==> config.mk <==
export PLATFORM = sky130hd
export DESIGN_NAME = vin_delta_join
export DESIGN_NICKNAME = d
export VERILOG_FILES = /design/src/rtl/vin_delta_join.sv
export SDC_FILE = /design/constraint.sdc
export NUM_CORES = 1
export LEC_CHECK = 0
export CELL_PAD_IN_SITES_DETAIL_PLACEMENT = 0
export CELL_PAD_IN_SITES_GLOBAL_PLACEMENT = 2
export CORE_ASPECT_RATIO = 1.2
export CORE_MARGIN = 3
export CORE_UTILIZATION = 42
export CTS_CLUSTER_DIAMETER = 50
export DETAILED_ROUTE_END_ITERATION = 16
export DONT_BUFFER_PORTS = 1
export PLACE_DENSITY_LB_ADDON = 0.1
export SKIP_LAST_GASP = 1
export SLEW_MARGIN = 20
export SYNTH_ARGS = -nofsm -noshare
export SYNTH_HDL_FRONTEND = slang
export SYNTH_SLANG_ARGS = --single-unit
==> constraint.sdc <==
create_clock -name clk -period 10.3 [get_ports clk]
set_input_delay 1.03 -clock clk [delete_from_list [all_inputs] [get_ports clk]]
set_output_delay 1.03 -clock clk [all_outputs]
set_load 0.03 [all_outputs]
==> src/rtl/vin_delta_join.sv <==
// Rebuilds u = (vin + delta) / 2^IB as a normalized IEEE double from a segment
// index and an in-segment offset; 3-stage pipeline with push/stop flow control.
module vin_delta_join #(
  parameter string U1_U2 = "u2"
) (
  input  logic        clk,
  input  logic        rst_n,
  input  logic        pushin,
  input  logic [9:0]  vin,
  input  logic [63:0] delta,
  input  logic        stopin,
  output logic        stopout,
  output logic        pushout,
  output logic [63:0] u
);

  localparam int unsigned IB = (U1_U2 == "u1") ? 9 : 10;
  localparam int unsigned FB = 52 - IB;

  logic          v1_q, v1_d, s1_q, s1_d;
  logic [IB-1:0] idx1_q, idx1_d;
  logic [FB-1:0] frac1_q, frac1_d;
  logic          v2_q, v2_d, s2_q, s2_d, z2_q, z2_d;
  logic [51:0]   f2_q, f2_d;
  logic [5:0]    n2_q, n2_d;
  logic          pushout_q, pushout_d;
  logic [63:0]   u_q, u_d;

  logic [10:0]   ed, sh;
  logic [52:0]   m;
  logic [51:0]   f_cat, mant;

  assign stopout = stopin;
  assign pushout = pushout_q;
  assign u       = u_q;

  always_comb begin
    // S1: unpack delta into a truncated FB-bit fraction
    v1_d    = pushin;
    s1_d    = delta[63];
    idx1_d  = vin[IB-1:0];
    ed      = delta[62:52];
    m       = {1'b1, delta[51:0]};
    sh      = '0;
    frac1_d = '0;
    if (ed >= 11'd1023) begin
      frac1_d = '1;
    end else begin
      sh = 11'd1022 - ed;
      // top FB bits of (m >> sh) are m shifted a further 53-FB places
      if (sh < 11'(FB)) frac1_d = FB'(m >> (sh + 11'(53 - FB)));
    end

    // S2: combine index and fraction, count leading zeros
    f_cat = {idx1_q, frac1_q};
    v2_d  = v1_q;
    s2_d  = s1_q;
    f2_d  = f_cat;
    z2_d  = (f_cat == 52'd0);
    n2_d  = '0;
    for (int i = 0; i < 52; i++) begin
      if (f_cat[i]) n2_d = 6'(51 - i);
    end

    // S3: normalize and pack; hidden bit falls off the top
    pushout_d = v2_q;
    mant      = f2_q << (n2_q + 6'd1);
    u_d       = z2_q ? 64'd0 : {s2_q, 11'(11'd1022 - 11'(n2_q)), mant};
  end

  always_ff @(posedge clk) begin
    if (!rst_n) begin
      v1_q      <= 1'b0;
      s1_q      <= 1'b0;
      idx1_q    <= '0;
      frac1_q   <= '0;
      v2_q      <= 1'b0;
      s2_q      <= 1'b0;
      z2_q      <= 1'b0;
      f2_q      <= '0;
      n2_q      <= '0;
      pushout_q <= 1'b0;
      u_q       <= '0;
    end else if (!stopin) begin
      v1_q      <= v1_d;
      s1_q      <= s1_d;
      idx1_q    <= idx1_d;
      frac1_q   <= frac1_d;
      v2_q      <= v2_d;
      s2_q      <= s2_d;
      z2_q      <= z2_d;
      f2_q      <= f2_d;
      n2_q      <= n2_d;
      pushout_q <= pushout_d;
      u_q       <= u_d;
    end
  end

endmodule

Yosys cells after proc, flatten, opt, wreduce, memory -nomap -nowiden

Index checks and enable logic that the tools add are counted.

Magnitude comparators: 2
Shift operators: 2
Add/sub/neg operators: 4
Multiplexer cells: 55
Reduce and logical (&&, ||, !) cells: 1

Operators with widths:

| cell                                                                                  | number |
|---|---|
| 6-bit two-way mux                                                                     | 52 |
| 42-bit two-way mux                                                                    | 2 |
| 64-bit two-way mux                                                                    | 1 |
| 53-bit by 11-bit >> shifter with 42-bit output                                        | 1 |
| 52-bit logical NOT                                                                    | 1 |
| 52-bit by 6-bit << shifter with 52-bit output                                         | 1 |
| 11-bit by 4-bit adder with 11-bit output, second input constant                       | 1 |
| 11-bit by 10-bit greater-or-equal comparator with 1-bit output, second input constant | 1 |
| 11-bit by 6-bit < comparator with 1-bit output, second input constant                 | 1 |
| 10-bit by 11-bit subtractor with 11-bit output, first input constant                  | 1 |
| 10-bit by 6-bit subtractor with 11-bit output, first input constant                   | 1 |
| 6-bit by 1-bit adder with 6-bit output, second input constant                         | 1 |

Register bits: 180
Output and inout port bits: 66
Bits of input ports: 78

Depth between registers and ports, before layout

Gate-level depths: netlist of run 1.

Word-level depth: 52
Depth in mapped cells: 16

Least setup slack after synthesis of run 1

OpenSTA, ideal clock, no wires.

Path type: input to register
Start: in delta[52]
End: reg frac1_q[35]
Data arrival time: 4.212 ns
Path slack: 5.973 ns
Path buffers: 7
Stages on the path: 16
Path through: buf_2 -> buf_2 -> buf_2 -> buf_2 -> inv_1 -> ha_1 -> buf_4 -> buf_4 -> buf_2 -> mux4_2 -> mux2_2 -> mux2i_1 -> nor2_1 -> a41o_1 -> a21oi_1 -> nor2_1

Longest elaborated chain between the ends: 5
Elaborated cells on any way between the ends: 7
Classes of those cells: add/sub: 2; order compare: 2; shift: 1; mux: 2

RTL lines:

| element                                        | line | RTL |
|---|---|---|
| start, declared                                | 10   | `input logic [63:0] delta,` |
| 10-bit by 11-bit subtractor with 11-bit output | 49   | `sh = 11'd1022 - ed;` |
| 11-bit by 4-bit adder with 11-bit output       | 51   | `if (sh < 11'(FB)) frac1_d = FB'(m >> (sh + 11'(53 - FB)));` |
| 53-bit by 11-bit >> shifter with 42-bit output | 51   |  |
| 42-bit two-way mux                             | 51   |  |
| 42-bit two-way mux *                           | 46   | `if (ed >= 11'd1023) begin` |
| end signal, assigned                           | 88   | `frac1_q <= frac1_d;` |
| end, declared                                  | 22   | `logic [FB-1:0] frac1_q, frac1_d;` |

Every way passes the cells marked *; elsewhere a longest branch is shown, timed or not.
A chain may end at the register's enable or synchronous reset.

Worst setup path after layout of run 1

Start: in delta[52]
End: reg frac1_q[8]

Same word-level chain as after synthesis.

==> results of run 1 <==
-- metrics by stage --
step / std cells / power [W]
after floorplan: 1567 / 0.00129
after global placement: 1850 / 0.00145
after detailed placement: 1850 / 0.00145
after CTS: 1881 / 0.00208
after global routing: 1881 / 0.00217
final: 1881 / 0.00207
-- metal layers --
layer / track usage / part of all wire / wire length, um / up-vias
met4: 0.124 / 0.048 / 2060 / 0
met1: 0.290 / 0.40 / 17000 / 5598
li1: - / - / - / 5595
met3: 0.0364 / 0.032 / 1380 / 80
met5: 0 / 0 / 0 / -
met2: 0.471 / 0.52 / 22100 / 294
-- state kept, by name (all words and copies together), names as in the netlist --
name       cells
f2_q          52
frac1_q       42
idx1_q        10
n2_q           6
pushout        1
pushout_d      1
s1_q           1
s2_q           1
u             61
v1_q           1
z2_q           1
-- worst max-delay path by stage --
stage,cells after the start,start,to,slack [ps]
after floorplan,16,delta[52],frac1_q[35]$_SDFFE_PN0N_,5970
after global placement,11,delta[52],frac1_q[8]$_SDFFE_PN0N_,5960
after detailed placement,11,delta[52],frac1_q[8]$_SDFFE_PN0N_,5930
after CTS,11,delta[52],frac1_q[8]$_SDFFE_PN0N_,6390
after global routing,11,delta[52],frac1_q[8]$_SDFFE_PN0N_,5940
final,11,delta[52],frac1_q[8]$_SDFFE_PN0N_,6410
-- Yosys cell counts, types with 8 or more instances --
cell type / instances / area, um2
o22ai_1: 8 / 50.1
nand3_1: 25 / 125
a22oi_1: 29 / 218
and2_1: 9 / 56.3
xnor2_1: 11 / 96.3
nor2_1: 266 / 998
buf_2: 28 / 140
a22o_1: 10 / 87.6
mux2i_1: 132 / 1320
o21ai_0: 105 / 526
a211oi_1: 21 / 158
dfxtp_1: 177 / 3540
buf_4: 12 / 90.1
mux4_2: 90 / 2030
o311ai_0: 10 / 87.6
nor3_1: 33 / 165
a31oi_1: 10 / 62.6
a21oi_1: 87 / 435
or3_1: 8 / 50.1
clkbuf_1: 83 / 312
mux2_2: 11 / 124
nand2_1: 196 / 736
inv_1: 26 / 97.6
nor4_1: 12 / 75.1
o31ai_1: 9 / 67.6
o211ai_1: 33 / 248
a221oi_1: 17 / 149
-- tightest hold or removal path, stage by stage (launching register included) --
cell and delay [ps]:
dfxtp_1 330, mux2i_1 60, nor2_1 70
-- cell families (layout without fill, tap and decap cells) --
group                    Yosys count  count (layout)  share of synthesized area
AND/OR/NAND/NOR                  596             596                      0.197
AO/OA/AOI/OAI                    378             378                      0.191
multiplexers                     233             233                      0.268
flip-flops                       177             177                      0.274
buffers and inverters            160              84                     0.0543
XOR/XNOR                          19              19                     0.0134
adder cells (fa/ha/maj)            3               3                    0.00290
other                              1               1                   0.000290
-- final cells by class --
type / instances / area (um2) / area share
multi-input combinational: 1230 / 8850 / 0.644
sequential: 177 / 3540 / 0.258
tap: 390 / 488 / 0.0355
clock buffer: 21 / 460 / 0.0335
timing repair buffer: 26 / 195 / 0.0142
inverter: 27 / 103 / 0.00746
clock inverter: 10 / 100 / 0.00728
-- power by group through the flow --
| stage | clock network (W) | logic (W) | registers (W) |
|---|---|---|---|
| floorplan | 0 | 0.000494 | 0.000792 |
| global placement | 0 | 0.000633 | 0.000814 |
| detailed placement | 0 | 0.000633 | 0.000815 |
| CTS | 0.000650 | 0.000634 | 0.000799 |
| global route | 0.000677 | 0.000692 | 0.000804 |
| finish | 0.000637 | 0.000635 | 0.000799 |
==> summary.txt, run 1 <==
Layout
  – Area grow syn2layout: 6.11%
  – Commonest cells after routing, fill and taps aside: nor2_1, nand2_1, dfxtp_1, mux2i_1, o21ai_0
  – ANT cells: 0
  – Commonest non-fill, non-tap cell in the layout: nor2_1
  – Post-route cell area: ~14000 um2
  – Nets: 1560
  – Util after Layout: 0.457
  – Ratio of cells with drive above 1 in the final layout: 0.127
  – Fill count: 3046

Critical path
  – CP Cell Sequence: inv_1, ha_4, nor2_1, a211o_1, a222oi_1, nand4bb_1, o32ai_4, buf_4, a21boi_0, nand2_1, a221oi_1
  – Slowest CP cell: ha_4
  – Critical Path Sink Type: flip-flop
  – Worst Path Buf+Inv: 2
  – CP Data Required Time: approximately 11000 ps
  – CP Launch Type: input pin
  – Arrival time of the worst setup path: about 4200 ps
  – Depth of the worst register-to-register path: 7
  – RR Startpoint: n2_q[0]$_SDFFE_PN0N_
  – Worst-path fanout max: between 60 and 70
  – R2R Setup Slk: slightly below 7000 ps
  – Highest cell delay on the worst timing path: 850 ps
  – R2R Path End: u[47]$_SDFFE_PN0N_
  – CP delay by family, top: compound AO/OA/AOI/OAI gates
  – CP Class: in -> reg

Power
  – Switching share of power: 0.363
  – P_int: 0.00132 W
  – VDD IR max: 0.126 mV
  – PD cells: 151 nW/um2
  – Comb power frac: 0.307
  – Sequential power share: 0.386
  – Leakage Power: 5.04 nW
  – Switching power: 0.000752 W
  – Clock share of power: 0.308

Drt
  – Wire length per cell: 22.6 um
  – DRC viols: 0
  – TritonRoute pass-1 iters: 8
  – Vias: 11567
  – Routed Antenna Nets: 0
  – Vias per std cell: just over 6
  – DRT iter0 DRCs: 725
  – Total Wirelength: 42500 um

Job
  – MaxCap Viol Count: 0

Placed design
  – Pre-CTS setup slack: 5930 ps
  – Port bufs: 0
  – Hpwl dp: 32800 um
  – RePlAce Congestion: 0.905
  – Dpl cell area: 13200 um2

Outcome
  – Status: completed

CTS
  – H-Tree Depth: 4
  – Setup Buffers After CTS: 0
  – CTS tree: done
  – Hold buffers post-CTS: 0
  – Clock buffer depth: 2
  – CTS Root Cell: clkbuf_16
  – Clk Latency, worst-skew pair: 440 ps
  – Post-CTS sizing: 0
  – Clock transition at the registers of the reported paths: 70 ps
  – TritonCTS Sinks: around 180
  – Total CTS buffers: 17

GRT
  – Grt ovf: 0
  – Largest net degree at the start of global routing: 143
  – All-layer global routing usage: 0.255
  – Antenna violations before repair: 0
  – Vias in the first global route: 11433
  – First-pass GRT wire length: roughly 67000 um

Die
  – I/O pin count: between 100 and 150
  – Die area: 33000 um2
  – Core Area: ~30000 um2
  – Die width: 166 um
  – Die height: around 200 um
  – Starting Density: 0.431
  – Row count: 69

Synthesis
  – Seq cells post-synth: about 180
  – Top_reg_cell synth: dfxtp_1
  – Syn_nets: roughly 1600
  – Synth cell types: 76
  – Synth Cell Area: 13000 um2
  – Synthesized area per cell: 8.27 um2
  – YS warnings: 0
  – Synth Instances: around 1600
  – Fraction of registers with async set/reset: 0
  – Sequential cell area fraction in the yosys report: 0.274
  – EDFF count, synth: 0

STA
  – Fin worst setup slack: 6410 ps
  – Min cycle time layout: ~4000 ps
  – Hold slack: 496 ps
  – RSZ-0062 raised after global routing: no
  – Slew headroom: 0.399
  – Fin crit share: 0.377
  – Worst Skew: 14.6 ps
  – Pins Over Slew Limit: 0
  – Setup_tns: 0 ps
  – Max Clk Rate: roughly 260 MHz
  – Transition time of the tightest slew-check pin: between 800 and 900 ps
  – Final Setup Violations: 0
  – Final hold vios: 0

Hold path
  – Hold Path Sink: pushout$_SDFFE_PN0N_
  – Worst hold path startpoint: pushout_d$_SDFFE_PN0N_
  – Hold Path Class: reg -> reg
  – Hold path depth: 2
Note: power is estimated with default switching activity, not from simulation.
==> run 2: changes to the inputs <==
Settings changed: CORE_UTILIZATION 42 to 39.
Clock period 10.3 ns to 3.8 ns, I/O delays scaled along.
==> summary.txt, run 2 (synthesis results as in run 1) <==
Layout
  – Multi-input gate area: 8860 um2
  – Nets: ~1600
  – Register area: 3540 um2
  – Fill count: approximately 3400
  – Area grow syn2layout: 8.58%
  – Ratio of cells with drive above 1 in the final layout: 0.143
  – Commonest non-fill, non-tap cell in the layout: nor2_1
  – Commonest cells after routing, fill and taps aside: nor2_1, nand2_1, dfxtp_1, mux2i_1, o21ai_0
  – Largest register FFs: 61
  – Util after Layout: 0.432
  – ANT cells: 0

CTS
  – TritonCTS Sinks: ~180
  – CTS Root Cell: clkbuf_16
  – Clock transition at the registers of the reported paths: 80 ps
  – H-Tree Depth: 4
  – CTS tree: done
  – Clock buffer depth: 2
  – Total CTS buffers: 17
  – Clk Latency, worst-skew pair: 450 ps
  – Setup Buffers After CTS: 0
  – Post-CTS sizing: 0
  – Hold buffers post-CTS: 0

STA
  – RSZ-0062 raised after global routing: no
  – Final Setup Violations: 0
  – Pins Over Slew Limit: 0
  – Slew headroom: 0.348
  – Hold slack: 60.1 ps
  – Setup_tns: 0 ps
  – Fin crit share: 0.824
  – Final hold vios: 0
  – Transition time of the tightest slew-check pin: 978 ps
  – Max Clk Rate: 319 MHz
  – Worst Skew: 13.9 ps
  – Fin worst setup slack: 669 ps
  – Min cycle time layout: around 3100 ps

Die
  – Core Area: 32500 um2
  – Die width: 172 um
  – Row count: 72
  – I/O pin count: 144
  – Starting Density: 0.398
  – Die area: 35400 um2
  – Die height: 206 um

Drt
  – DRC viols: 0
  – Vias per std cell: 5.94
  – DRT iter0 DRCs: 789
  – Routed Antenna Nets: 0
  – Wire length per cell: 22.7 um
  – TritonRoute pass-1 iters: 5
  – Total Wirelength: 44400 um
  – Vias: around 12000

GRT
  – Vias in the first global route: 11670
  – All-layer global routing usage: 0.251
  – Largest net degree at the start of global routing: around 140
  – First-pass GRT wire length: 68500 um
  – Grt ovf: 0
  – Antenna violations before repair: 0

Power
  – Switching power: 0.00214 W
  – Sequential power share: 0.381
  – Comb power frac: 0.315
  – Switching share of power: 0.375
  – Leakage Power: 5.17 nW
  – PD cells: 405 nW/um2
  – P_int: ~0.0036 W
  – VDD IR max: 0.289 mV
  – Clock share of power: 0.304
  – Tot Pwr: 0.00570 W

Critical path
  – CP Class: reg -> reg
  – Worst-path fanout max: 36
  – CP Data Required Time: 4130 ps
  – Arrival time of the worst setup path: 3460 ps
  – R2R Setup Slk: ~670 ps
  – CP Launch Type: flip-flop
  – Critical Path Sink Type: flip-flop

Placed design
  – RePlAce Congestion: 0.873
  – Pre-CTS setup slack: roughly 460 ps
  – Port bufs: 0
  – Hpwl dp: 35000 um

Job
  – MaxCap Viol Count: 0

Hold path
  – Hold Path Class: in -> reg

Outcome
  – Status: completed
## run 2: changes by cell type in the layout (fill, tap and decap cells not counted), moves of 2 or more
| cell | previous run | this run |
|---|---|---|
| inv_8 | 1 | 4 |
| clkbuf_8 | 2 | 0 |
| clkinv_2 | 4 | 2 |
| buf_12 | 0 | 5 |
| clkbuf_1 | 2 | 0 |
| clkinvlp_4 | 0 | 3 |
| clkinv_8 | 0 | 2 |
| buf_4 | 26 | 44 |
## run 2: metrics by stage
step                      area, um2  instances
final                         14100       1959
after global routing          14100       1959
after CTS                     14100       1959
after detailed placement      13500       1927
after global placement        13500       1927
after floorplan               13000       1567
## run 2: area by class of cell
cell class              instances  share of cell area
well taps                     444              0.0395
inverters                      27             0.00730
multi-input cells            1230               0.630
clock buffers                  17              0.0302
clock inverters                15              0.0106
flip-flops and latches        177               0.252
repair buffers                 49              0.0306
## run 2: worst paths after layout
path | start | end | depth (start not counted)
max reg2reg | n2_q[0]$_SDFFE_PN0N_ | u[41]$_SDFFE_PN0N_ | 8
max | n2_q[0]$_SDFFE_PN0N_ | u[41]$_SDFFE_PN0N_ | 8
min | rst_n | u[18]$_SDFFE_PN0N_ | 1
min reg2reg | s1_q$_SDFFE_PN0N_ | s2_q$_SDFFE_PN0N_ | 2
## run 2: layer usage
metal,track usage,up-vias,wire (um)
li1,-,5640,-
met1,0.280,5615,17500
met2,0.461,279,23000
met3,0.0357,96,1490
met4,0.126,0,2380
met5,0,-,0
## run 2: worst max-delay path, cell delays in order, from the launching register on
cell	delay (ps)
dfxtp_2	330
buf_4	480
nand3_1	380
xor2_4	530
buf_4	280
nor4_1	70
a21oi_1	500
o22ai_1	210
a22o_1	210
## run 2: power groups by stage
stage / clock network [W] / logic [W] / registers [W]
detailed placement: 0 / 0.00180 / 0.00221
global route: 0.00185 / 0.00195 / 0.00219
CTS: 0.00178 / 0.00180 / 0.00217
floorplan: 0 / 0.00134 / 0.00215
global placement: 0 / 0.00180 / 0.00221
finish: 0.00173 / 0.00180 / 0.00217
==> run 3: changes to the inputs <==
Clock period 3.8 ns to 3.05 ns, I/O delays scaled along.
==> summary.txt, run 3 (synthesis results as in run 1) <==
Outcome
  – Status: completed

STA
  – Fin crit share: 0.886
  – Setup_tns: 0 ps
  – Slew headroom: 0.405
  – Final Setup Violations: 0
  – Final hold vios: 0
  – Transition time of the tightest slew-check pin: 892 ps
  – Min cycle time layout: roughly 2700 ps
  – RSZ-0062 raised after global routing: no
  – Max Clk Rate: about 370 MHz
  – Worst Skew: ~9.9 ps
  – Hold slack: 16.9 ps
  – Pins Over Slew Limit: 0

GRT
  – Antenna violations before repair: 0
  – Vias in the first global route: roughly 12000
  – All-layer global routing usage: 0.254
  – Largest net degree at the start of global routing: 130
  – Grt ovf: 0
  – First-pass GRT wire length: 69800 um

Die
  – I/O pin count: 144
  – Row count: ~70
  – Die area: 35400 um2
  – Die width: roughly 170 um
  – Starting Density: 0.398
  – Die height: 206 um
  – Core Area: 32500 um2

Drt
  – Wire length per cell: 22.4 um
  – DR WL met2: about 24000 um
  – Met3 wire length: 1380 um
  – TritonRoute pass-1 iters: 6
  – Total Wirelength: 44900 um
  – Uppermost layer routed: met4
  – Met1 WL: 17400 um
  – Routed Antenna Nets: 0
  – DRT iter0 DRCs: 694
  – Vias: 11874
  – Vias per std cell: 5.91
  – DRC viols: 0

Layout
  – Largest register FFs: 61
  – ANT cells: 0
  – Commonest non-fill, non-tap cell in the layout: nor2_1
  – Ratio of cells with drive above 1 in the final layout: 0.164
  – Nets: 1633
  – Post-route cell area: 14600 um2
  – Area grow syn2layout: 12.9%
  – Commonest cells after routing, fill and taps aside: nor2_1, nand2_1, dfxtp_1, mux2i_1, o21ai_0

Power
  – PD cells: 511 nW/um2
  – VDD IR max: about 0.32 mV
  – Leakage Power: ~5.5 nW
  – Tot Pwr: 0.00747 W

CTS
  – Setup Buffers After CTS: 0
  – Clock buffer depth: 2
  – Clk Latency, worst-skew pair: 440 ps
  – Total CTS buffers: 17
  – CTS Root Cell: clkbuf_16
  – CTS tree: done
  – H-Tree Depth: 4
  – TritonCTS Sinks: 177
  – Clock transition at the registers of the reported paths: 70 ps

Critical path
  – Arrival time of the worst setup path: about 3000 ps
  – Critical Path Sink Type: flip-flop
  – CP Launch Type: input pin
  – RR Startpoint: n2_q[1]$_SDFFE_PN0N_
  – CP Data Required Time: 3390 ps
  – CP Class: in -> reg
  – R2R Path End: u[47]$_SDFFE_PN0N_
  – Crit path from: delta[52]
  – Depth of the worst register-to-register path: 10
  – Worst Setup EP: frac1_q[17]$_SDFFE_PN0N_
  – Worst-path fanout max: between 60 and 70
  – R2R Setup Slk: 350 ps

Placed design
  – Hpwl dp: 35600 um
  – Port bufs: 0
  – RePlAce Congestion: 0.918
  – Dpl cell area: 13900 um2

Hold path
  – Worst hold path startpoint: vin[4]
  – Hold Path Class: in -> reg

Job
  – MaxCap Viol Count: 0
[run 3: how the worst min path moves through the flow]
| stage | end | cells past startpoint |
|---|---|---|
| 5_1_grt | idx1_q[5]$_SDFFE_PN0N_ | 2 |
| 2_1_floorplan | idx1_q[0]$_SDFFE_PN0N_ | 2 |
| 3_3_place_gp | frac1_q[38]$_SDFFE_PN0N_ | 1 |
| 4_1_cts | idx1_q[5]$_SDFFE_PN0N_ | 2 |
| 3_5_place_dp | frac1_q[30]$_SDFFE_PN0N_ | 1 |
| 6_report | idx1_q[4]$_SDFFE_PN0N_ | 2 |
[run 3: per-stage QoR]
stage	util	cells	setup WS, ps
floorplan	-	1567	30.0
global placement	0.427	1967	-130
detailed placement	0.427	1967	-126
CTS	0.449	2009	148
global route	0.450	2009	73.8
finish	0.450	2009	347
[run 3: layout make-up]
class / count / area [um2]
clock inverter: 14 / 194
timing repair buffer: 99 / 918
sequential: 177 / 3540
fill: 3327 / 17900
tap: 444 / 556
clock buffer: 18 / 439
inverter: 27 / 103
multi-input combinational: 1230 / 8870
[run 3: report_power, final]
| group | switching [W] | internal (W) | total, W |
|---|---|---|---|
| clock network | 0.00103 | 0.00134 | 0.00238 |
| registers | 0.000249 | 0.00244 | 0.00269 |
| logic | 0.00139 | 0.00101 | 0.00240 |
| total | 0.00267 | 0.00480 | 0.00747 |
[run 3: repair_timing]
action	in CTS	in global routing
endpoints found under the hold margin	32	0
setup endpoints to repair	0	1
hold buffers	10	0
resized for setup	0	1
[run 3: critical path, cell delays in order]
cell      delay (ps)
ha_1             320
or4b_1           580
nor4_2           190
o32ai_1          210
a311oi_2         380
nand2_1          320
nor3_2           350
nand2b_1          90
a221oi_1         310
[run 3: per-layer routing]
layer  vias up  track usage
met5         -            0
met4         0        0.124
met3        88       0.0311
met2       302        0.473
met1      5738        0.283
li1       5746            -
